[src/rtl/unified_mem_arbiter.sv]
// Single-port memory arbiter between the instruction-fetch and data requesters.
// One transaction at a time; data wins unless fetch has waited STARVE_LIMIT grants.
module unified_mem_arbiter #(
    parameter int ADDR_W       = 32,
    parameter int DATA_W       = 32,
    parameter int STARVE_LIMIT = 4
) (
    input  logic                clk,
    input  logic                reset,
    input  logic                i_req,
    input  logic [ADDR_W-1:0]   i_addr,
    output logic                i_done,
    output logic [DATA_W-1:0]   i_rdata,
    input  logic                d_req,
    input  logic                d_we,
    input  logic [ADDR_W-1:0]   d_addr,
    input  logic [DATA_W-1:0]   d_wdata,
    input  logic [DATA_W/8-1:0] d_wstrb,
    output logic                d_done,
    output logic [DATA_W-1:0]   d_rdata,
    output logic                mem_req,
    output logic                mem_we,
    output logic [ADDR_W-1:0]   mem_addr,
    output logic [DATA_W-1:0]   mem_wdata,
    output logic [DATA_W/8-1:0] mem_wstrb,
    input  logic                mem_gnt,
    input  logic                mem_rvalid,
    input  logic [DATA_W-1:0]   mem_rdata,
    output logic                busy,
    output logic                owner
);

    localparam int STRB_W = DATA_W / 8;
    localparam int CNT_W  = $clog2(STARVE_LIMIT + 1);
    localparam logic [CNT_W-1:0] CNT_MAX = CNT_W'(STARVE_LIMIT);

    localparam logic [1:0] IDLE  = 2'd0;
    localparam logic [1:0] ISSUE = 2'd1;
    localparam logic [1:0] WAIT  = 2'd2;
    localparam logic [1:0] RESP  = 2'd3;

    logic [1:0]        state_q, state_d;
    logic              owner_q, owner_d;
    logic [CNT_W-1:0]  starve_cnt_q, starve_cnt_d;
    logic              mem_we_q, mem_we_d;
    logic [ADDR_W-1:0] mem_addr_q, mem_addr_d;
    logic [DATA_W-1:0] mem_wdata_q, mem_wdata_d;
    logic [STRB_W-1:0] mem_wstrb_q, mem_wstrb_d;
    logic [DATA_W-1:0] i_rdata_q, i_rdata_d;
    logic [DATA_W-1:0] d_rdata_q, d_rdata_d;
    logic              fetch_wins;

    always_comb begin
        state_d      = state_q;
        owner_d      = owner_q;
        starve_cnt_d = starve_cnt_q;
        mem_we_d     = mem_we_q;
        mem_addr_d   = mem_addr_q;
        mem_wdata_d  = mem_wdata_q;
        mem_wstrb_d  = mem_wstrb_q;
        i_rdata_d    = i_rdata_q;
        d_rdata_d    = d_rdata_q;
        fetch_wins   = 1'b0;

        case (state_q)
            IDLE: begin
                if (i_req || d_req) begin
                    fetch_wins = i_req && (!d_req || (starve_cnt_q == CNT_MAX));
                    owner_d    = !fetch_wins;
                    state_d    = ISSUE;
                    if (fetch_wins) begin
                        // Fetch is read-only; wdata keeps whatever the last data write left.
                        mem_we_d     = 1'b0;
                        mem_addr_d   = i_addr;
                        mem_wstrb_d  = '0;
                        starve_cnt_d = '0;
                    end else begin
                        mem_we_d    = d_we;
                        mem_addr_d  = d_addr;
                        mem_wdata_d = d_wdata;
                        mem_wstrb_d = d_wstrb;
                        if (!i_req) begin
                            starve_cnt_d = '0;
                        end else if (starve_cnt_q != CNT_MAX) begin
                            starve_cnt_d = starve_cnt_q + 1'b1;
                        end
                    end
                end
            end
            ISSUE: begin
                if (mem_gnt) begin
                    state_d = WAIT;
                end
            end
            WAIT: begin
                if (mem_rvalid) begin
                    state_d = RESP;
                    if (!owner_q) begin
                        i_rdata_d = mem_rdata;
                    end else if (!mem_we_q) begin
                        d_rdata_d = mem_rdata;
                    end
                end
            end
            RESP: begin
                state_d = IDLE;
            end
            default: begin
                state_d = IDLE;
            end
        endcase
    end

    always_ff @(posedge clk or posedge reset) begin
        if (reset) begin
            state_q      <= IDLE;
            owner_q      <= 1'b0;
            starve_cnt_q <= '0;
            mem_we_q     <= 1'b0;
            mem_addr_q   <= '0;
            mem_wdata_q  <= '0;
            mem_wstrb_q  <= '0;
            i_rdata_q    <= '0;
            d_rdata_q    <= '0;
        end else begin
            state_q      <= state_d;
            owner_q      <= owner_d;
            starve_cnt_q <= starve_cnt_d;
            mem_we_q     <= mem_we_d;
            mem_addr_q   <= mem_addr_d;
            mem_wdata_q  <= mem_wdata_d;
            mem_wstrb_q  <= mem_wstrb_d;
            i_rdata_q    <= i_rdata_d;
            d_rdata_q    <= d_rdata_d;
        end
    end

    assign mem_req   = (state_q == ISSUE);
    assign busy      = (state_q != IDLE);
    assign owner     = owner_q;
    assign i_done    = (state_q == RESP) && !owner_q;
    assign d_done    = (state_q == RESP) && owner_q;
    assign mem_we    = mem_we_q;
    assign mem_addr  = mem_addr_q;
    assign mem_wdata = mem_wdata_q;
    assign mem_wstrb = mem_wstrb_q;
    assign i_rdata   = i_rdata_q;
    assign d_rdata   = d_rdata_q;

endmodule

[config.mk]
export PLATFORM = sky130hd
export DESIGN_NAME = unified_mem_arbiter
export DESIGN_NICKNAME = d
export VERILOG_FILES = /design/src/rtl/unified_mem_arbiter.sv
export SDC_FILE = /design/constraint.sdc
export NUM_CORES = 1
export LEC_CHECK = 0
export ABC_CLOCK_PERIOD_IN_PS = 5990
export CORE_MARGIN = 4
export CORE_UTILIZATION = 42
export CTS_BUF_LIST = sky130_fd_sc_hd__clkbuf_4
export DETAILED_ROUTE_END_ITERATION = 16
export GPL_ROUTABILITY_DRIVEN = 0
export PLACE_DENSITY = 0.91
export SYNTH_ARGS = -nofsm -noshare
export SYNTH_HDL_FRONTEND = slang
export SYNTH_SLANG_ARGS = --single-unit
[constraint.sdc]
create_clock -name clk -period 5.99 [get_ports clk]
set_input_delay 1.198 -clock clk [delete_from_list [all_inputs] [get_ports clk]]
set_output_delay 1.198 -clock clk [all_outputs]
set_load 0.03 [all_outputs]
==> flow_summary_export.csv, run 1 <==
group,metric,value,unit
worst_setup_path,path_buf_inv,4,
clock_network,cts_resized,0,
synthesis,syn_avg_cell_area,12.9,um^2
worst_setup_path,timing.rr.end,"mem_wdata[12]$_DFFE_PP0P_",
synthesis,yosysMostFrequentCell,"dfrtp_1",
clock_network,htree_levels,4,
clock_network,cts_tree,"built",
routing,viasPerCell,5.17,
finish,final_util,67.2,%
global_routing,gr-usage-all-layers,21.5,%
finish,drive_above_1_share,18.8,%
routing,dr_total_vias,4672,
worst_setup_path,cp.required,4.79,ns
outcome,status,"finished, final reports clean",
power,power.density,595,mW/mm^2
worst_setup_path,rrSetupSlack,3.29,ns
routing,drc,0,
finish,diodes,0,
sta,relSlewSlack,24.3,%
routing,antenna_left,0,
worst_setup_path,worst_ep_arrival_time,2.31,ns
clock_network,clock_latency,0.53,ns
clock_network,cts_buffer_depth,2,
place,placed_cells,871,
worst_setup_path,crit_fanout,39,
synthesis,synth_seq_cells,139,
synthesis,synth.area.mux_share,19.0,%
floorplanning,fp-row-count,42,
worst_setup_path,r2r_start,"state_q[0]$_DFFE_PP0P_",
synthesis,synth_xor_area_share,0.152,%
finish,nNetsFinal,859,
worst_setup_path,crit_start,"state_q[0]$_DFFE_PP0P_",
synthesis,ys_async_sr_fraction,100,%
finish,final_cell_count_no_fill,903,
global_routing,grt_max_degree,88,
synthesis,synth_edf_count,0,
min_path,worstHoldStart,"mem_wstrb[0]$_DFFE_PP0P_",
floorplanning,fp.dieW,125,um
power,p_total,5.34,mW
floorplanning,core-area,0.0133,mm^2
worst_setup_path,critPathKind,"reg2out",
global_routing,grt_pass1_vias,5023,
worst_setup_path,cp_top_family,"buffers and inverters",
worst_setup_path,critPathSlowestCell,"clkdlybuf4s50_1",
clock_network,cts_hold_buf,0,
power,vdd_drop_max,0.000283,V
power,power_leakage,3.71,nW
synthesis,synth_compound_area_share,6.37,%
worst_setup_path,crit_path_frequent_cell,"inv_1",
place,place_area,0.00863,mm^2
routing,wl_per_cell,18.7,um
finish,final_area,0.00897,mm^2
global_routing,grt_pass1_wl,26900,um
synthesis,yosysTopAreaCellShare,60.4,%
min_path,hold_class,"reg2reg",
synthesis,yosysWarnings,0,
synthesis,synth_top_family_by_area,"multiplexers",
global_routing,overflow,0,
synthesis,synth-simple-area-share,9.35,%
sta,hold_violations,0,
synthesis,synth_area,0.00576,mm^2
min_path,hold_end,"mem_wstrb[0]$_DFFE_PP0P_",
clock_network,cts-root-buf,"clkbuf_4",
sta,final.setup.tns,0,ns
global_routing,antenna_found_initial,0,
worst_setup_path,crit_chain,"inv_1 -> ha_1 -> buf_4 -> inv_1 -> clkdlybuf4s50_1",
worst_setup_path,ff2ff_path_depth,6,
sta,setup_viol,0,
floorplanning,ios,277,
sta,tightestPinTransition,1.14,ns
synthesis,synth_area_leaders,"dfrtp_1 (60%), mux2_2 (19%), nand2_1 (4.9%)",
synthesis,synth_seq_area_share,60.4,%
job,maxCapViolCount,0,
synthesis,synthAdderAreaFrac,1.30,%
routing,drt-pass1-iter-count,4,
worst_setup_path,startpoint_type,"register",
clock_network,cts_setup_buffers,0,
min_path,holdPathStages,2,
sta,rsz0062_at_grt,"no",
floorplanning,die_area,0.0156,mm^2
finish,area_growth,55.8,%
floorplanning,die_height,125,um
clock_network,path_clk_slew,0.11,ns
synthesis,yosys-top-cells-count,"dfrtp_1 (139), mux2_2 (95), nand2_1 (75)",
synthesis,synth_cells,445,
sta,drv_slew,0,
place,dp.final_hpwl,12700,um
synthesis,yosys.area.top_type,"dfrtp_1",
sta,fmax,0.285,GHz
finish,nFillCells,972,
routing,first_iter_violations,276,
worst_setup_path,worstSetupEndpointType,"output port",
routing,routed_wl,16900,um
sta,clock_skew,0.0186,ns
floorplanning,initial_core_util,43.1,%
place,io_buffers,276,
synthesis,synthDistinctLibCells,32,
clock_network,cts_sinks,139,
sta,fin_crit,3.51,ns
worst_setup_path,crit_path_max_incr_delay,0.61,ns
clock_network,numCtsBuffers,17,
synthesis,ys.flop_type,"dfrtp_1",
synthesis,syn-num-nets,590,
sta,period_share,58.5,%
## layer usage
| metal | wire (um) | vias to the layer above | GRT usage [%] | share of wire [%] |
|---|---|---|---|---|
| met1 | 6690 | 2263 | 24.9 | 40 |
| met5 | 0 | - | 0 | 0 |
| met3 | 1240 | 32 | 5.97 | 7.3 |
| met2 | 8550 | 250 | 37.7 | 51 |
| li1 | - | 2127 | - | - |
| met4 | 437 | 0 | 8.67 | 2.6 |
## worst max-delay path by stage
stage	endpoint	slack (ns)	cells past startpoint
floorplan	d_rdata[0]$_DFFE_PP0P_	1.07	1
global placement	mem_wdata[31]$_DFFE_PP0P_	2.69	4
detailed placement	mem_wdata[23]$_DFFE_PP0P_	2.56	4
CTS	busy	2.41	5
global route	busy	2.31	5
finish	busy	2.48	5
## final cells by class
cell class	instances	area (um^2)	share of cell area [%]
Clock buffer	19	143	1.59
Sequential cell	139	3480	38.8
Tap cell	176	220	2.46
Inverter	7	31.3	0.349
Multi-Input combinational cell	267	2090	23.3
Timing Repair Buffer	282	2810	31.3
Clock inverter	13	196	2.19
## tightest hold or removal path, stage by stage (launching register included)
cell	delay, ns
dfrtp_1	0.36
nand2_1	0.05
o21ai_1	0.06
## through the flow
stage               setup slack, ns  hold WS (ns)
floorplan                      1.07         0.528
global placement               2.69         0.470
detailed placement             2.56         0.479
CTS                            2.41         0.505
global route                   2.31         0.531
finish                         2.48         0.502
## logic make-up (layout without fill, tap and decap cells)
logic type | Yosys count | count (layout)
AOI/OAI and AO/OA | 47 | 47
xor gates and xnor gates | 1 | 1
adders and majority gates | 6 | 6
buffers and inverters | 39 | 321
DFF | 139 | 139
muxes | 97 | 97
and+or+nand+nor | 116 | 116
## where the power goes
part	switching, mW	internal [mW]	total [mW]
logic	1.64	1.30	2.94
registers	0.276	1.41	1.68
clock network	0.331	0.380	0.711
total	2.25	3.09	5.34
## cell usage in the layout (no fill, tap or decap), drive strengths merged
| cell type | n |
|---|---|
| mux2 | 97 |
| a21o | 1 |
| clkbuf | 19 |
| dfrtp | 139 |
| nand3b | 1 |
| nand2 | 75 |
| a32o | 1 |
| nor2 | 2 |
| xor2 | 1 |
| o32a | 1 |
| clkdlybuf4s50 | 276 |
| inv | 9 |
| bufinv | 5 |
| a221oi | 1 |
| buf | 6 |
| o211ai | 32 |
| a31o | 1 |
| clkinvlp | 1 |
| o22ai | 1 |
| a31oi | 1 |
| o21ai | 6 |
| nand4 | 32 |
| clkinv | 5 |
| a21bo | 1 |
| nor2b | 2 |
| o21a | 1 |
| nand3 | 1 |
| nand4b | 1 |
| ha | 6 |
| and2 | 2 |
## sequential cells by signal (all words and copies together) (netlist names)
signal,count
mem_wstrb,4
state_q,2
owner,1
i_rdata,32
mem_addr,32
d_rdata,32
mem_wdata,32
mem_we,1
starve_cnt_q,3
Note: power is estimated with default switching activity, not from simulation.
==> run 2, diff against run 1 <==
- ABC_CLOCK_PERIOD_IN_PS: 5990 -> 3000
- CORE_UTILIZATION: 42 -> 38
- PLACE_DENSITY: 0.91 -> 0.88
- clock period: 5.99 -> 3 ns (I/O delays scaled with it)
==> run 2 against run 1 <==
  * Final cell count increased by 1.3%
  * Setup slack got worse by 2.2 ns
  * Clock skew decreased by 0.0075 ns
  * Register-to-register slack got worse by 2.7 ns
==> flow_summary_export.csv, run 2 (synthesis results as in run 1) <==
group,metric,value,unit
routing,routed_wl,16500,um
routing,drc,0,
finish,final_util,61.5,%
worst_setup_path,worst_ep_arrival_time,2.09,ns
global_routing,grt_pass1_wl,25500,um
worst_setup_path,startpoint_type,"register",
sta,tightestPinTransition,0.707,ns
sta,clock_skew,0.0111,ns
clock_network,htree_levels,4,
worst_setup_path,cp.required,2.40,ns
finish,layout_commonest_cell,"clkdlybuf4s50_1",
place,io_buffers,276,
clock_network,cts-root-buf,"clkbuf_4",
floorplanning,die_height,131,um
min_path,hold_class,"reg2reg",
global_routing,met1_usage,21.3,%
clock_network,cts_hold_buf,0,
finish,nNetsFinal,863,
global_routing,grt_max_degree,140,
floorplanning,core-area,0.0147,mm^2
clock_network,cts_sinks,139,
routing,antenna_left,0,
power,power.density,1180,mW/mm^2
clock_network,clock_latency,0.54,ns
floorplanning,fp-row-count,44,
global_routing,antenna_found_initial,0,
sta,fin_crit,2.69,ns
worst_setup_path,worstSetupEndpointType,"output port",
min_path,worstHoldStart,"mem_wstrb[2]$_DFFE_PP0P_",
worst_setup_path,r2r_start,"state_q[0]$_DFFE_PP0P_",
worst_setup_path,crit_fanout,5,
routing,dr_total_vias,4661,
sta,setup_viol,0,
sta,drv_slew,0,
routing,viasPerCell,5.09,
routing,first_iter_violations,165,
sta,period_share,89.8,%
global_routing,overflow,0,
routing,drt-pass1-iter-count,4,
finish,area_growth,57.0,%
global_routing,grt_use_met3,6.97,%
job,maxCapViolCount,0,
finish,drive_above_1_share,19.3,%
worst_setup_path,crit_start,"state_q[0]$_DFFE_PP0P_",
global_routing,grt_use_met2,33.8,%
power,vdd_drop_max,0.000511,V
sta,rsz0062_at_grt,"no",
clock_network,path_clk_slew,0.11,ns
outcome,status,"finished, final reports clean",
finish,diodes,0,
floorplanning,initial_core_util,39.2,%
sta,hold_violations,0,
global_routing,grt_pass1_vias,4977,
place,dp.final_hpwl,12400,um
sta,final.setup.tns,0,ns
floorplanning,fp.dieW,131,um
global_routing,gr-usage-all-layers,19.3,%
floorplanning,ios,277,
floorplanning,die_area,0.0172,mm^2
finish,layout.cells.most_common_list,"clkdlybuf4s50_1 (276), dfrtp_1 (139), mux2_2 (95), nand2_1 (75)",
worst_setup_path,critPathKind,"reg2out",
clock_network,cts_tree,"built",
clock_network,cts_buffer_depth,2,
global_routing,busiest_layer,"met2",
sta,relSlewSlack,52.9,%
power,power_leakage,3.73,nW
clock_network,cts_resized,0,
clock_network,cts_setup_buffers,0,
routing,wl_per_cell,18.1,um
clock_network,numCtsBuffers,17,
sta,fmax,0.371,GHz
[run 2: cell count changes in the layout (fill, tap and decap cells not counted), sizes merged]
cell and change:
clkinv +1, buf +4, inv -3, clkinvlp +2
[run 2: path summary, 6_finish.rpt]
kind | end | slack (ns) | cells past startpoint
setup / recovery | busy | 0.31 | 4
hold / removal | mem_wstrb[2]$_DFFE_PP0P_ | 0.51 | 2
setup reg to reg | mem_wdata[31]$_DFFE_PP0P_ | 0.55 | 7
hold reg to reg | mem_wstrb[2]$_DFFE_PP0P_ | 0.51 | 2
max in group asynchronous | mem_addr[6]$_DFFE_PP0P_ | 1.87 | 3
min in group asynchronous | mem_wdata[15]$_DFFE_PP0P_ | 0.63 | 3
[run 2: worst max-delay path: stages (launching register included)]
cell	delay, ns
dfrtp_1	0.42
inv_1	0.09
ha_1	0.29
inv_1	0.09
clkdlybuf4s50_1	0.67
[run 2: metal layers]
metal | share of wire [%] | up-vias
met1 | 37 | 2259
met5 | 0 | -
met4 | 2.5 | 0
li1 | - | 2130
met2 | 50 | 242
met3 | 9.9 | 30
[run 2: final cells by class]
type	count	area [um^2]
fill	1105	5660
sequential	139	3480
timing repair buffer	286	2860
multi-input combinational	267	2090
tap	184	230
clock inverter	13	199
clock buffer	19	143
inverter	7	30.0
[run 2: stage by stage]
stage / worst slack [ns] / hold WS [ns] / power [mW] / area, um^2 / std cells
after global placement: 0.577 / 0.475 / 9.13 / 8690 / 883
after global routing: 0.174 / 0.528 / 11.3 / 9030 / 915
final: 0.307 / 0.506 / 10.7 / 9030 / 915
after floorplan: 0.665 / 0.528 / 6.70 / 5760 / 445
after detailed placement: 0.485 / 0.486 / 9.33 / 8690 / 883
after CTS: 0.221 / 0.511 / 10.8 / 9030 / 915
[run 2: where the power goes]
part           internal, mW  total (mW)  switching [mW]
clock                 0.756        1.43           0.675
sequential             2.81        3.34           0.531
combinational          2.64        5.90            3.26
==> run 3, diff against run 2 <==
- CORE_UTILIZATION: 38 -> 59
- DONT_BUFFER_PORTS: default -> 1
- PLACE_DENSITY: 0.88 -> 0.87
==> run 3 against run 2 <==
  * Highest routed layer unchanged
  * Sequential share of layout area grew 18 points
  * Cell area shrank 32%
  * Final cell count shrank 36%
  * Critical endpoint unchanged
  * Critical path type unchanged
  * Die area shrank 34%
==> flow_summary_export.csv, run 3 (synthesis results as in run 1) <==
group,metric,value,unit
worst_setup_path,ff2ff_path_depth,5,
routing,drc,0,
sta,whs,0.210,ns
finish,nNetsFinal,586,
finish,layout.cells.most_common_list,"dfrtp_1 (139), mux2_2 (95), nand2_1 (75), nand4_1 (32), o211ai_1 (32)",
power,pwr-share-seq,63.4,%
worst_setup_path,r2r_start,"starve_cnt_q[0]$_DFFE_PP0P_",
routing,dr_total_vias,3655,
power,intPower,4.25,mW
sta,rsz0062_at_grt,"no",
global_routing,antenna_found_initial,0,
floorplanning,die_height,107,um
worst_setup_path,critPathSlowestCell,"dfrtp_1",
clock_network,clock_latency,0.50,ns
global_routing,grt_max_degree,115,
place,io_buffers,0,
sta,final.setup.tns,0,ns
power,pwr-share-comb,22.2,%
clock_network,numCtsBuffers,17,
worst_setup_path,critPathKind,"reg2out",
clock_network,cts_resized,0,
global_routing,grt_pass1_vias,3905,
worst_setup_path,cp.required,2.40,ns
min_path,worstHoldStart,"d_we",
power,power_leakage,2.62,nW
routing,first_iter_violations,143,
clock_network,cts_sinks,139,
power,switchingPower,4.23,mW
min_path,hold_class,"in2reg",
min_path,hold_end,"mem_we$_DFFE_PP0P_",
worst_setup_path,worstSetupEndpointType,"output port",
floorplanning,fp.dieW,107,um
sta,relSlewSlack,54.5,%
power,swShare,49.9,%
routing,routed_wl,14000,um
finish,nFillCells,699,
worst_setup_path,cp_top_family,"buffers and inverters",
worst_setup_path,path_buf_inv,3,
floorplanning,fp-row-count,35,
clock_network,cts_setup_buffers,0,
sta,tightestPinTransition,0.681,ns
worst_setup_path,startpoint_type,"register",
floorplanning,ios,277,
power,vdd_drop_max,0.000559,V
min_path,holdPathStages,2,
clock_network,cts-root-buf,"clkbuf_4",
routing,viasPerCell,6.27,
worst_setup_path,crit_path_max_incr_delay,0.44,ns
sta,fmax,0.417,GHz
sta,period_share,79.9,%
sta,clock_skew,0.0251,ns
power,power.density,1380,mW/mm^2
clock_network,path_clk_slew,0.13,ns
finish,layout_commonest_cell,"dfrtp_1",
worst_setup_path,rrSetupSlack,0.88,ns
finish,drive_above_1_share,30.8,%
routing,wl_per_cell,23.9,um
sta,fin_crit,2.40,ns
worst_setup_path,worst_ep_arrival_time,1.80,ns
global_routing,overflow,0,
worst_setup_path,crit_path_frequent_cell,"inv_1",
finish,area_growth,6.46,%
clock_network,cts_buffer_depth,2,
worst_setup_path,crit_fanout,27,
clock_network,cts_tree,"built",
outcome,status,"finished, final reports clean",
floorplanning,core-area,0.00937,mm^2
floorplanning,initial_core_util,61.4,%
routing,drt-pass1-iter-count,4,
power,clkPwrFrac,14.3,%
worst_setup_path,timing.rr.end,"mem_addr[4]$_DFFE_PP0P_",
sta,setup_viol,0,
sta,hold_violations,0,
floorplanning,die_area,0.0114,mm^2
finish,diodes,0,
place,dp.final_hpwl,10500,um
finish,final_util,65.4,%
routing,antenna_left,0,
worst_setup_path,crit_chain,"inv_1 -> ha_1 -> buf_4 -> inv_1",
global_routing,grt_pass1_wl,21600,um
global_routing,gr-usage-all-layers,24.7,%
job,maxCapViolCount,0,
sta,drv_slew,0,
clock_network,htree_levels,4,
run 3: changes by cell type in the layout (fill, tap and decap cells not counted), sizes merged:
cell / delta
buf: -2
inv: +6
clkdlybuf4s50: -276
bufinv: -3
clkinvlp: +1
clkbuf: -2
clkinv: -2
dlygate4sd3: +1
run 3: cell type report:
class / count / area, um^2 / share of cell area, %
clock buffers: 17 / 128 / 2.08
clock inverters: 15 / 163 / 2.65
inverters: 7 / 30.0 / 0.490
multi-input cells: 267 / 2080 / 34.0
flip-flops and latches: 139 / 3480 / 56.8
well taps: 129 / 161 / 2.63
repair buffers: 9 / 82.6 / 1.35
run 3: repair_timing:
item                       in CTS  in global routing
hold endpoints to repair       25                  0
hold buffers                    1                  0
setup endpoints to repair       0                  0
run 3: stage by stage:
step	instances	power (mW)	setup WS (ns)	area [um^2]
floorplan	445	6.70	0.665	5760
global placement	550	7.12	0.989	5830
detailed placement	550	7.35	0.899	5830
CTS	583	8.55	0.567	6130
global route	583	8.92	0.464	6130
finish	583	8.48	0.602	6130
run 3: worst max path at each step:
stage	startpoint	end	cells past startpoint
3_5_place_dp	starve_cnt_q[0]$_DFFE_PP0P_	mem_addr[23]$_DFFE_PP0P_	5
3_3_place_gp	starve_cnt_q[0]$_DFFE_PP0P_	mem_addr[11]$_DFFE_PP0P_	5
4_1_cts	state_q[0]$_DFFE_PP0P_	busy	4
6_report	state_q[0]$_DFFE_PP0P_	busy	4
5_1_grt	state_q[0]$_DFFE_PP0P_	busy	4
2_1_floorplan	reset	d_rdata[0]$_DFFE_PP0P_	1
run 3: power groups by stage:
stage / Sequential, mW / Combinational (mW) / Clock (mW)
detailed placement: 5.44 / 1.91 / 0
CTS: 5.40 / 1.91 / 1.24
finish: 5.38 / 1.89 / 1.22
floorplan: 5.10 / 1.61 / 0
global placement: 5.37 / 1.75 / 0
global route: 5.47 / 2.11 / 1.34
run 3: metal layers:
layer  vias up  part of all wire, %  GRT usage [%]  wire (um)
li1       1578                    -              -          -
met1      1819                   32           25.5       4530
met2       226                   54           45.1       7520
met3        32                   11           9.93       1590
met4         0                  2.3           8.95        320
met5         -                    0              0          0
